File: config.mk
export PLATFORM = sky130hd
export DESIGN_NAME = control_unit_flat
export DESIGN_NICKNAME = d
export VERILOG_FILES = /design/src/rtl/control_unit_pkg.sv /design/src/rtl/control_unit_if.sv /design/src/rtl/control_unit_cond_eval.sv /design/src/rtl/control_unit.sv /design/src/flat_wrapper.sv
export SDC_FILE = /design/constraint.sdc
export NUM_CORES = 1
export LEC_CHECK = 0
export BUFFER_PORTS_ARGS = -buffer_cell sky130_fd_sc_hd__clkbuf_2
export CORE_AREA = 2 2 64 66
export DETAILED_ROUTE_END_ITERATION = 16
export DIE_AREA = 0 0 66 68
export PLACE_DENSITY = 0.69
export SKIP_CTS_REPAIR_TIMING = 1
export SLEW_MARGIN = 10
export SYNTH_ARGS = -nofsm -noshare
export SYNTH_HDL_FRONTEND = slang
export SYNTH_HIERARCHICAL = 1
export SYNTH_SLANG_ARGS = --single-unit
File: constraint.sdc
create_clock -name clk -period 2.25 [get_ports clk]
set_input_delay 0.45 -clock clk [delete_from_list [all_inputs] [get_ports clk]]
set_output_delay 0.45 -clock clk [all_outputs]
set_load 0.02 [all_outputs]
File: src/rtl/control_unit_pkg.sv
// control_unit_pkg
// Shared constants and types for the control unit slice.
//   - data-processing opcode values (instr[24:21])
//   - addressing-mode (AM) encodings
//   - condition-code values (instr[31:28])
//   - instruction class values (instr[27:25])
//   - ctrl_t : the bundle of decode controls carried from decode to the bubble mux
//   - ex_t   : the bundle of controls held in the EX pipeline register
package control_unit_pkg;

   // Data-processing opcodes
   localparam logic [3:0] OP_AND = 4'b0000;
   localparam logic [3:0] OP_EOR = 4'b0001;
   localparam logic [3:0] OP_SUB = 4'b0010;
   localparam logic [3:0] OP_RSB = 4'b0011;
   localparam logic [3:0] OP_ADD = 4'b0100;
   localparam logic [3:0] OP_ADC = 4'b0101;
   localparam logic [3:0] OP_SBC = 4'b0110;
   localparam logic [3:0] OP_RSC = 4'b0111;
   localparam logic [3:0] OP_TST = 4'b1000;
   localparam logic [3:0] OP_TEQ = 4'b1001;
   localparam logic [3:0] OP_CMP = 4'b1010;
   localparam logic [3:0] OP_CMN = 4'b1011;
   localparam logic [3:0] OP_ORR = 4'b1100;
   localparam logic [3:0] OP_MOV = 4'b1101;
   localparam logic [3:0] OP_BIC = 4'b1110;
   localparam logic [3:0] OP_MVN = 4'b1111;

   // Addressing-mode encodings
   localparam logic [1:0] AM_IMM_ROT   = 2'b00;
   localparam logic [1:0] AM_REG_OFF   = 2'b01;
   localparam logic [1:0] AM_REG_SHIFT = 2'b10;
   localparam logic [1:0] AM_IMM12     = 2'b11;

   // Condition codes
   localparam logic [3:0] COND_EQ = 4'b0000;
   localparam logic [3:0] COND_NE = 4'b0001;
   localparam logic [3:0] COND_CS = 4'b0010;
   localparam logic [3:0] COND_CC = 4'b0011;
   localparam logic [3:0] COND_MI = 4'b0100;
   localparam logic [3:0] COND_PL = 4'b0101;
   localparam logic [3:0] COND_VS = 4'b0110;
   localparam logic [3:0] COND_VC = 4'b0111;
   localparam logic [3:0] COND_HI = 4'b1000;
   localparam logic [3:0] COND_LS = 4'b1001;
   localparam logic [3:0] COND_GE = 4'b1010;
   localparam logic [3:0] COND_LT = 4'b1011;
   localparam logic [3:0] COND_GT = 4'b1100;
   localparam logic [3:0] COND_LE = 4'b1101;
   localparam logic [3:0] COND_AL = 4'b1110;
   localparam logic [3:0] COND_NV = 4'b1111;

   // Instruction classes
   localparam logic [2:0] CLS_DP_REG = 3'b000;
   localparam logic [2:0] CLS_DP_IMM = 3'b001;
   localparam logic [2:0] CLS_LS_IMM = 3'b010;
   localparam logic [2:0] CLS_LS_REG = 3'b011;
   localparam logic [2:0] CLS_BRANCH = 3'b101;

   typedef struct packed {
      logic [3:0] opcode;
      logic [1:0] am;
      logic       s_en;
      logic       load;
      logic       rf;
      logic       size;
      logic       rw;
      logic       en;
      logic       bl;
      logic       b;
   } ctrl_t;

   typedef struct packed {
      logic [3:0] opcode;
      logic [1:0] am;
      logic       s_en;
      logic       load;
      logic       rf;
      logic       size;
      logic       rw;
      logic       en;
      logic       bl_en;
   } ex_t;

endpackage

File: src/rtl/control_unit_if.sv
// control_unit_if
// Groups the control unit's instruction/flag inputs and all decode, branch,
// EX-stage and keyword outputs.
//   master : pipeline side, drives instr, S (bubble select), flags {N,Z,C,V}
//   slave  : control unit, drives ID_*, Branch, BranchL, EX_*, keyword
interface control_unit_if;
   logic [31:0] instr;
   logic        S;
   logic [3:0]  flags;

   logic [3:0]  ID_opcode;
   logic [1:0]  ID_AM;
   logic        ID_S_enable;
   logic        ID_load_instr;
   logic        ID_RF_enable;
   logic        ID_Size_enable;
   logic        ID_RW_enable;
   logic        ID_Enable_signal;
   logic        ID_BL_instr;
   logic        ID_B_instr;

   logic        Branch;
   logic        BranchL;

   logic [3:0]  EX_opcode;
   logic [1:0]  EX_AM;
   logic        EX_S_enable;
   logic        EX_load_instr;
   logic        EX_RF_enable;
   logic        EX_Size_enable;
   logic        EX_RW_enable;
   logic        EX_Enable_signal;
   logic        EX_BL_enable;

   logic [47:0] keyword;

   modport master (
      output instr, S, flags,
      input  ID_opcode, ID_AM, ID_S_enable, ID_load_instr, ID_RF_enable,
             ID_Size_enable, ID_RW_enable, ID_Enable_signal, ID_BL_instr,
             ID_B_instr, Branch, BranchL, EX_opcode, EX_AM, EX_S_enable,
             EX_load_instr, EX_RF_enable, EX_Size_enable, EX_RW_enable,
             EX_Enable_signal, EX_BL_enable, keyword
   );

   modport slave (
      input  instr, S, flags,
      output ID_opcode, ID_AM, ID_S_enable, ID_load_instr, ID_RF_enable,
             ID_Size_enable, ID_RW_enable, ID_Enable_signal, ID_BL_instr,
             ID_B_instr, Branch, BranchL, EX_opcode, EX_AM, EX_S_enable,
             EX_load_instr, EX_RF_enable, EX_Size_enable, EX_RW_enable,
             EX_Enable_signal, EX_BL_enable, keyword
   );
endinterface

File: src/rtl/control_unit_cond_eval.sv
// cond_eval
// Evaluates an instruction condition field against the current flags.
//   cond      in  4 : instr[31:28]
//   flags     in  4 : {N,Z,C,V}
//   cond_true out 1 : condition holds (1111 never holds)
module cond_eval
   import control_unit_pkg::*;
(
   input  logic [3:0] cond,
   input  logic [3:0] flags,
   output logic       cond_true
);

   logic n, z, c, v;
   assign n = flags[3];
   assign z = flags[2];
   assign c = flags[1];
   assign v = flags[0];

   always_comb begin
      cond_true = 1'b0;
      case (cond)
         COND_EQ: cond_true = z;
         COND_NE: cond_true = ~z;
         COND_CS: cond_true = c;
         COND_CC: cond_true = ~c;
         COND_MI: cond_true = n;
         COND_PL: cond_true = ~n;
         COND_VS: cond_true = v;
         COND_VC: cond_true = ~v;
         COND_HI: cond_true = c & ~z;
         COND_LS: cond_true = ~c | z;
         COND_GE: cond_true = (n == v);
         COND_LT: cond_true = (n != v);
         COND_GT: cond_true = ~z & (n == v);
         COND_LE: cond_true = z | (n != v);
         COND_AL: cond_true = 1'b1;
         default: cond_true = 1'b0;
      endcase
   end

endmodule

File: src/rtl/control_unit.sv
// control_unit
// Instruction decode, bubble mux, branch resolution and ID->EX pipeline
// register for the pipelined core.
//   clk : rising-edge clock
//   R   : asynchronous active-low reset (clears EX_* only)
//   bus : control_unit_if.slave -- instr/S/flags in; ID_*, Branch, BranchL,
//         EX_*, keyword out
// Optional feature: define CU_KEYWORD_EN to drive keyword with the 6-char
// space-padded ASCII mnemonic of instr; otherwise keyword is tied to zero.
module control_unit
   import control_unit_pkg::*;
(
   input  logic           clk,
   input  logic           R,
   control_unit_if.slave  bus
);

   ctrl_t dec;
   ctrl_t id;
   ex_t   ex_q;
   logic  cond_true;

   // Raw decode of the instruction class. The all-zero word is a NOP and
   // overrides the data-processing decode that class 000 would otherwise give.
   always_comb begin
      dec = '0;
      case (bus.instr[27:25])
         CLS_DP_REG, CLS_DP_IMM: begin
            dec.opcode = bus.instr[24:21];
            dec.am     = (bus.instr[27:25] == CLS_DP_REG) ? AM_REG_SHIFT : AM_IMM_ROT;
            // TST/TEQ/CMP/CMN only set flags and never write a register
            if (bus.instr[24:23] == 2'b10) begin
               dec.rf   = 1'b0;
               dec.s_en = 1'b1;
            end else begin
               dec.rf   = 1'b1;
               dec.s_en = bus.instr[20];
            end
         end
         CLS_LS_IMM, CLS_LS_REG: begin
            dec.en     = 1'b1;
            dec.load   = bus.instr[20];
            dec.rf     = bus.instr[20];
            dec.rw     = ~bus.instr[20];
            dec.size   = bus.instr[22];
            // U bit selects whether the offset is added or subtracted
            dec.opcode = bus.instr[23] ? OP_ADD : OP_SUB;
            dec.am     = (bus.instr[27:25] == CLS_LS_IMM) ? AM_IMM12 : AM_REG_OFF;
         end
         CLS_BRANCH: begin
            dec.b  = ~bus.instr[24];
            dec.bl = bus.instr[24];
         end
         default: dec = '0;
      endcase
      if (bus.instr == 32'h0) begin
         dec = '0;
      end
   end

   // Bubble mux: a stall from the forwarding unit squashes every control
   always_comb begin
      id = dec;
      if (bus.S) begin
         id = '0;
      end
   end

   cond_eval u_cond_eval (
      .cond      (bus.instr[31:28]),
      .flags     (bus.flags),
      .cond_true (cond_true)
   );

   assign bus.ID_opcode        = id.opcode;
   assign bus.ID_AM            = id.am;
   assign bus.ID_S_enable      = id.s_en;
   assign bus.ID_load_instr    = id.load;
   assign bus.ID_RF_enable     = id.rf;
   assign bus.ID_Size_enable   = id.size;
   assign bus.ID_RW_enable     = id.rw;
   assign bus.ID_Enable_signal = id.en;
   assign bus.ID_BL_instr      = id.bl;
   assign bus.ID_B_instr       = id.b;

   assign bus.Branch  = cond_true & (id.b | id.bl);
   assign bus.BranchL = cond_true & id.bl;

   // ID->EX pipeline register; the link enable follows the resolved BranchL
   always_ff @(posedge clk or negedge R) begin
      if (!R) begin
         ex_q <= '0;
      end else begin
         ex_q.opcode <= id.opcode;
         ex_q.am     <= id.am;
         ex_q.s_en   <= id.s_en;
         ex_q.load   <= id.load;
         ex_q.rf     <= id.rf;
         ex_q.size   <= id.size;
         ex_q.rw     <= id.rw;
         ex_q.en     <= id.en;
         ex_q.bl_en  <= bus.BranchL;
      end
   end

   assign bus.EX_opcode        = ex_q.opcode;
   assign bus.EX_AM            = ex_q.am;
   assign bus.EX_S_enable      = ex_q.s_en;
   assign bus.EX_load_instr    = ex_q.load;
   assign bus.EX_RF_enable     = ex_q.rf;
   assign bus.EX_Size_enable   = ex_q.size;
   assign bus.EX_RW_enable     = ex_q.rw;
   assign bus.EX_Enable_signal = ex_q.en;
   assign bus.EX_BL_enable     = ex_q.bl_en;

`ifdef CU_KEYWORD_EN
   logic [47:0] kw;

   // Mnemonic follows the raw instruction, independent of the bubble select
   always_comb begin
      kw = "???   ";
      if (bus.instr == 32'h0) begin
         kw = "NOP   ";
      end else begin
         case (bus.instr[27:25])
            CLS_DP_REG, CLS_DP_IMM: begin
               case (bus.instr[24:21])
                  OP_AND:  kw = "AND   ";
                  OP_EOR:  kw = "EOR   ";
                  OP_SUB:  kw = "SUB   ";
                  OP_RSB:  kw = "RSB   ";
                  OP_ADD:  kw = "ADD   ";
                  OP_ADC:  kw = "ADC   ";
                  OP_SBC:  kw = "SBC   ";
                  OP_RSC:  kw = "RSC   ";
                  OP_TST:  kw = "TST   ";
                  OP_TEQ:  kw = "TEQ   ";
                  OP_CMP:  kw = "CMP   ";
                  OP_CMN:  kw = "CMN   ";
                  OP_ORR:  kw = "ORR   ";
                  OP_MOV:  kw = "MOV   ";
                  OP_BIC:  kw = "BIC   ";
                  default: kw = "MVN   ";
               endcase
            end
            CLS_LS_IMM, CLS_LS_REG: begin
               case ({bus.instr[20], bus.instr[22]})
                  2'b10:   kw = "LDR   ";
                  2'b11:   kw = "LDRB  ";
                  2'b00:   kw = "STR   ";
                  default: kw = "STRB  ";
               endcase
            end
            CLS_BRANCH: kw = bus.instr[24] ? "BL    " : "B     ";
            default:    kw = "???   ";
         endcase
      end
   end

   assign bus.keyword = kw;
`else
   assign bus.keyword = 48'h0;
`endif

endmodule

File: src/flat_wrapper.sv
// flat-port wrapper written by rule: the top's interface ports become plain ports
module control_unit_flat import control_unit_pkg::*;
  (clk, R, bus_instr, bus_S, bus_flags, bus_ID_opcode, bus_ID_AM, bus_ID_S_enable, bus_ID_load_instr, bus_ID_RF_enable, bus_ID_Size_enable, bus_ID_RW_enable, bus_ID_Enable_signal, bus_ID_BL_instr, bus_ID_B_instr, bus_Branch, bus_BranchL, bus_EX_opcode, bus_EX_AM, bus_EX_S_enable, bus_EX_load_instr, bus_EX_RF_enable, bus_EX_Size_enable, bus_EX_RW_enable, bus_EX_Enable_signal, bus_EX_BL_enable, bus_keyword);
  control_unit_if bus_i ();
  input  logic clk;
  input  logic R;
  input wire logic [$bits(bus_i.instr)-1:0] bus_instr;
  input wire logic [$bits(bus_i.S)-1:0] bus_S;
  input wire logic [$bits(bus_i.flags)-1:0] bus_flags;
  output wire logic [$bits(bus_i.ID_opcode)-1:0] bus_ID_opcode;
  output wire logic [$bits(bus_i.ID_AM)-1:0] bus_ID_AM;
  output wire logic [$bits(bus_i.ID_S_enable)-1:0] bus_ID_S_enable;
  output wire logic [$bits(bus_i.ID_load_instr)-1:0] bus_ID_load_instr;
  output wire logic [$bits(bus_i.ID_RF_enable)-1:0] bus_ID_RF_enable;
  output wire logic [$bits(bus_i.ID_Size_enable)-1:0] bus_ID_Size_enable;
  output wire logic [$bits(bus_i.ID_RW_enable)-1:0] bus_ID_RW_enable;
  output wire logic [$bits(bus_i.ID_Enable_signal)-1:0] bus_ID_Enable_signal;
  output wire logic [$bits(bus_i.ID_BL_instr)-1:0] bus_ID_BL_instr;
  output wire logic [$bits(bus_i.ID_B_instr)-1:0] bus_ID_B_instr;
  output wire logic [$bits(bus_i.Branch)-1:0] bus_Branch;
  output wire logic [$bits(bus_i.BranchL)-1:0] bus_BranchL;
  output wire logic [$bits(bus_i.EX_opcode)-1:0] bus_EX_opcode;
  output wire logic [$bits(bus_i.EX_AM)-1:0] bus_EX_AM;
  output wire logic [$bits(bus_i.EX_S_enable)-1:0] bus_EX_S_enable;
  output wire logic [$bits(bus_i.EX_load_instr)-1:0] bus_EX_load_instr;
  output wire logic [$bits(bus_i.EX_RF_enable)-1:0] bus_EX_RF_enable;
  output wire logic [$bits(bus_i.EX_Size_enable)-1:0] bus_EX_Size_enable;
  output wire logic [$bits(bus_i.EX_RW_enable)-1:0] bus_EX_RW_enable;
  output wire logic [$bits(bus_i.EX_Enable_signal)-1:0] bus_EX_Enable_signal;
  output wire logic [$bits(bus_i.EX_BL_enable)-1:0] bus_EX_BL_enable;
  output wire logic [$bits(bus_i.keyword)-1:0] bus_keyword;
  assign bus_i.instr = bus_instr;
  assign bus_i.S = bus_S;
  assign bus_i.flags = bus_flags;
  assign bus_ID_opcode = bus_i.ID_opcode;
  assign bus_ID_AM = bus_i.ID_AM;
  assign bus_ID_S_enable = bus_i.ID_S_enable;
  assign bus_ID_load_instr = bus_i.ID_load_instr;
  assign bus_ID_RF_enable = bus_i.ID_RF_enable;
  assign bus_ID_Size_enable = bus_i.ID_Size_enable;
  assign bus_ID_RW_enable = bus_i.ID_RW_enable;
  assign bus_ID_Enable_signal = bus_i.ID_Enable_signal;
  assign bus_ID_BL_instr = bus_i.ID_BL_instr;
  assign bus_ID_B_instr = bus_i.ID_B_instr;
  assign bus_Branch = bus_i.Branch;
  assign bus_BranchL = bus_i.BranchL;
  assign bus_EX_opcode = bus_i.EX_opcode;
  assign bus_EX_AM = bus_i.EX_AM;
  assign bus_EX_S_enable = bus_i.EX_S_enable;
  assign bus_EX_load_instr = bus_i.EX_load_instr;
  assign bus_EX_RF_enable = bus_i.EX_RF_enable;
  assign bus_EX_Size_enable = bus_i.EX_Size_enable;
  assign bus_EX_RW_enable = bus_i.EX_RW_enable;
  assign bus_EX_Enable_signal = bus_i.EX_Enable_signal;
  assign bus_EX_BL_enable = bus_i.EX_BL_enable;
  assign bus_keyword = bus_i.keyword;
  control_unit u_core (.clk(clk), .R(R), .bus(bus_i));
endmodule
# Word-level counts from Yosys, hierarchy flattened
# Index checks and enable logic that the tools add are counted.
[totals] ff_bits=13 latchBits=0 ram_bits=0 mem_bits_ro=0 input_bits=39 out_inout_bits=77 word_cells=62 mem_count=0
[op_classes] add_sub_neg=0 multipliers=0 div=0 n_lt_le_gt_ge=0 n_eq_ne=21 shifts=0 muxes=14 bitwise=13 n_reduce_logical=5
[op_table] op="$logic_not A32 Y1" count=1
[op_table] op="$eq A4 B4 Y1 const B" count=7
[op_table] op="$mux W14" count=2
[op_table] op="$eq A4 B3 Y1 const B" count=4
[op_table] op="$pmux W1 S15" count=1
[op_table] op="$pmux W6 S2" count=1
[op_table] op="$eq A4 B2 Y1 const B" count=2
[op_table] op="$eq A3 B2 Y1 const B" count=2
[op_table] op="$mux W2" count=3
[op_table] op="$mux W3" count=2
[op_table] op="$not A1 Y1" count=6
[op_table] op="$and A1 B1 Y1" count=4
[op_table] op="$eq A4 B1 Y1 const B" count=1
[op_table] op="$logic_not A4 Y1" count=1
[op_table] op="$mux W1" count=4
[op_table] op="$reduce_or A2 Y1" count=2
[op_table] op="$eq A3 B1 Y1 const B" count=1
[op_table] op="$eq A3 B3 Y1 const B" count=1
[op_table] op="$logic_not A3 Y1" count=1
[op_table] op="$or A1 B1 Y1" count=3
[op_table] op="$eq A2 B2 Y1 const B" count=1
[op_table] op="$pmux W1 S2" count=1
[op_table] op="$eq A1 B1 Y1" count=1
[op_table] op="$ne A1 B1 Y1" count=1

# Longest topological paths before layout
[depth] word_depth=7 mapped_depth=6 depth_no_buf=5

# Hierarchy
# The synthesis kept the hierarchy.
[modules_own_cells] module="control_unit" n_inst=1 cells_per_inst=97 area_per_inst_um2=910.9 seq_area_each_um2=300.3
[modules_own_cells] module="cond_eval" n_inst=1 cells_per_inst=28 area_per_inst_um2=193.9 seq_area_each_um2=0.0

# Worst setup path before layout
# No wires, ideal clock.
[synth_timing] kind="input -> output" start="input port bus_instr[26]" end="output port bus_ID_opcode[1]" t_arrival_ns=1.824 t_required_ns=1.800 slack_ns=-0.024 cell_stages=2 n_path_buf=1 cell_sequence="buf_4 a2111oi_0"
[synth_via] elab_chain_len=5 word_cells_on_any_way=10 classes_between="3 x eq/ne; 3 x mux; 4 x reduce/logical"
[synth_rtl] item="start, declared" line_no="flat_wrapper.sv:7" text="input wire logic [$bits(bus_i.instr)-1:0] bus_instr;"
[synth_rtl] item="$eq A3 B2 Y1 (tied with other cells)" line_no="control_unit.sv:27" text="case (bus.instr[27:25])"
[synth_rtl] item="$reduce_or A2 Y1" line_no="control_unit.sv:27"
[synth_rtl] item="$pmux W6 S2" line_no="control_unit.sv:27"
[synth_rtl] item="$mux W14 (*)" line_no="control_unit.sv:56" text="if (bus.instr == 32'h0) begin"
[synth_rtl] item="$mux W14 (*)" line_no="control_unit.sv:64" text="if (bus.S) begin"
[synth_rtl] item="end, declared" line_no="flat_wrapper.sv:10" text="output wire logic [$bits(bus_i.ID_opcode)-1:0] bus_ID_opcode;"
# Every way passes the cells marked *; elsewhere a longest branch is shown, timed or not.

# Worst setup path in the final report
[layout_timing] start="input port bus_instr[31]" end="output port bus_BranchL"
[layout_via] word_cells_on_any_way=20 classes_between="14 x eq/ne; 3 x mux; 1 x bitwise; 2 x reduce/logical"
[layout_rtl] item="$eq A4 B4 Y1 (tied with other cells)" line_no="control_unit_cond_eval.sv:22" text="case (cond)"
[layout_rtl] item="$pmux W1 S15 (*)" line_no="control_unit_cond_eval.sv:22"
[layout_rtl] item="via u_core.cond_true" line_no="control_unit.sv:21" text="logic cond_true;"
[layout_rtl] item="$and A1 B1 Y1 (*)" line_no="control_unit.sv:87" text="assign bus.BranchL = cond_true & id.bl;"
[layout_rtl] item="end, declared" line_no="flat_wrapper.sv:21" text="output wire logic [$bits(bus_i.BranchL)-1:0] bus_BranchL;"
# The timed path passes the listed nets; every way through them passes the cells marked *.

==> impl_summary.txt <==
----------------------------------------------------
[Clock tree]
  Number of buffers created by CTS ... 3
  Number of clock sinks ... 12
  Max H-tree Level ... 1
  Maximum number of buffers from clock root to sink ... 2
  Clock tree from TritonCTS ... done
  Clock transition at the registers of the reported paths ... 50 ps
  Clock Tree Root ... sky130_fd_sc_hd__clkbuf_8

[Yosys]
  Commonest cells in the netlist ... sky130_fd_sc_hd__buf_4 (51), sky130_fd_sc_hd__dfrtp_1 (12), sky130_fd_sc_hd__nor4_1 (8), sky130_fd_sc_hd__and2_1 (7), sky130_fd_sc_hd__nor2_1 (5)
  Leading cell type by number of instances after synthesis ... sky130_fd_sc_hd__buf_4
  Total number of yosys warnings ... 6
  Post-synth EDFFs ... 0
  Cell types occupying the most area after synthesis ... sky130_fd_sc_hd__buf_4 (35%), sky130_fd_sc_hd__dfrtp_1 (27%), sky130_fd_sc_hd__nor4_1 (4.5%)
  Netlist cell types ... 34
  Top cell type's share of synthesized area ... 34.7%
  Gate Count Post-Synth ... 125
  Cell area after technology mapping ... 0.00110 sq mm
  Fraction of registers with async set or reset after synthesis ... 100%
  Cell type with the largest total area after synthesis ... sky130_fd_sc_hd__buf_4
  Primary flip-flop cell chosen by synthesis mapping ... sky130_fd_sc_hd__dfrtp_1
  Mean cell area of the mapped netlist ... 8.84 sq um
  Count of state elements after synthesis ... 12
  Sequential element share of the synthesized area ... 27.2%

[Timing]
  Final worst path period need ... 2210 ps
  Aggregate negative setup slack ... 0 ps
  Final Hold Vio Count ... 0
  Final Slew Violations ... 0
  RSZ-0062 raised after global routing ... no
  Maximum frequency from static timing analysis ... 453 MHz
  Final Hold Slack ... 90.4 ps
  Final-report setup violation count ... 0
  Portion of the clock cycle consumed by the worst path in the final layout ... 98.1%

[Floorplanning]
  Initial Utilization ... 28.7%
  Full die area ... 0.00449 sq mm
  Standard-cell row count ... 23
  I/O pin count ... 116
  Die span in y ... 68 um
  Core Region ... 0.00386 sq mm
  Width of the die ... 66 um

[Power and ir drop]
  P per Cell Area ... 455 mW/mm^2
  Leak ... 0.797 nW
  Max IR drop VDD ... 0.000146 V
  Total power draw ... 0.625 mW

[Setup path]
  Worst Path Max Fanout ... 10
  Startpoint-to-endpoint class of the critical path ... input port to output pin
  Critical Path AT ... 1760 ps
  Crit end category ... output pin
  Required arrival time at the worst endpoint ... 1800 ps
  Setup crit start kind ... input port

[Drt]
  Drc violations ... 0
  DRT iter0 DRCs ... 39
  Via Count ... 969
  Post-DR wirelength/cell ... 10.4 um
  Residual antenna-violating net count after detailed routing ... 0
  Detailed Routing Iterations Pass 1 ... 3
  Routed Wire Length ... 2.50 mm
  Number of vias per cell after detailed routing ... 4.02

[Placed design]
  # port buffers ... 67
  Gpl congestion ... 0.668
  Half-perimeter wire length after placement ... 2.18 mm

[Global routing]
  Largest net degree at the start of global routing ... 13
  Total congestion overflow after global routing ... 0
  Global-route wire length before repair ... 3.64 mm
  Initial antenna violation count ... 0
  GRT Overall Usage ... 10.5%
  Vias in the first global route ... 829

[Final layout]
  Antenna Diode Count ... 0
  Area growth from synthesis to final layout ... 24.5%
  Final net count ... 232
  Fraction of layout cells with a size suffix above 1 ... 40.3%

[Flow run]
  Number of max-capacitance violations reported ... 0

[Worst hold path]
  Path category of the worst min-delay check ... input port to asynchronous set/reset pin

[Run status]
  Status ... finished, final reports clean

----------------------------------------------------
-- cell families after synthesis --
kind of cell	synth area share, %
buf+inv	35.8
simple gates	22.0
compound gates	11.1
flops	27.2
xor+xnor	2.27
mux	1.36
other cells	0.339
-- area by class of cell --
cell class                 count  area, sq um
tap                           50         62.6
inverter                       1         3.75
sequential                    12          300
fill                         411         2480
multi-input combinational    106          603
timing repair buffer          69          364
clock buffer                   3         41.3
-- per-stage QoR --
stage	cells	cell area (sq um)	util (%)	worst slack, ps
after floorplan	172	1280	-	248
after global placement	238	1300	33.8	26.2
after detailed placement	238	1300	33.8	2.53
after CTS	241	1350	34.9	1.81
after global routing	241	1380	35.7	0.532
final	241	1380	35.7	42.3
-- final timing paths --
kind,slack (ps),startpoint,to
worst max-delay path,40,bus_instr[31],bus_BranchL
worst min-delay path,90,R,u_core/bus.EX_RF_enable$_DFF_PN0_
max in group asynchronous,1930,R,u_core/bus.EX_opcode[3]$_DFF_PN0_
min in group clk,450,bus_instr[25],u_core/bus.EX_AM[1]$_DFF_PN0_
-- sequential cells by signal, indices dropped and copies added, names as in the netlist --
signal                       cells
u_core/bus.EX_AM                 1
u_core/bus.EX_Size_enable        1
u_core/bus.EX_opcode             4
u_core/bus.EX_RF_enable          1
u_core/bus.EX_load_instr         1
u_core/bus.EX_S_enable           1
u_core/bus.EX_BL_enable          1
u_core/bus.EX_RW_enable          1
u_core/bus.EX_Enable_signal      1
-- where the power goes --
group          switching (mW)  total [mW]  internal (mW)
clock                  0.0661       0.183          0.117
combinational           0.153       0.217         0.0648
sequential            0.00187       0.225          0.223
total                   0.221       0.625          0.405
-- critical path, stage by stage --
cell	delay (ps)
sky130_fd_sc_hd__clkbuf_4	160
sky130_fd_sc_hd__and3b_1	200
sky130_fd_sc_hd__a221oi_1	90
sky130_fd_sc_hd__a211o_1	230
sky130_fd_sc_hd__a211o_1	310
sky130_fd_sc_hd__and3_4	180
sky130_fd_sc_hd__buf_6	120
-- metal layers --
layer,part of all wire (%),vias up,GRT usage (%)
met1,38,433,11.7
met4,0.56,0,5.10
li1,-,469,-
met3,12,2,2.14
met2,49,65,18.9
met5,0,-,0
-- layout by cell type, fill, tap and decap left out, types with 2 or more instances in the layout --
cell type / instances
sky130_fd_sc_hd__or2b_1: 2
sky130_fd_sc_hd__clkbuf_4: 2
sky130_fd_sc_hd__nor2b_1: 2
sky130_fd_sc_hd__nor4_1: 8
sky130_fd_sc_hd__conb_1: 48
sky130_fd_sc_hd__clkbuf_8: 3
sky130_fd_sc_hd__o211ai_1: 2
sky130_fd_sc_hd__nor2_1: 5
sky130_fd_sc_hd__nand2b_1: 2
sky130_fd_sc_hd__nand2_1: 2
sky130_fd_sc_hd__buf_4: 3
sky130_fd_sc_hd__and3_1: 2
sky130_fd_sc_hd__nor3_1: 3
sky130_fd_sc_hd__and2_1: 7
sky130_fd_sc_hd__dfrtp_1: 12
sky130_fd_sc_hd__clkbuf_2: 62
sky130_fd_sc_hd__a211o_1: 2
sky130_fd_sc_hd__a21oi_1: 4
Power figures use the tool's default switching activity.
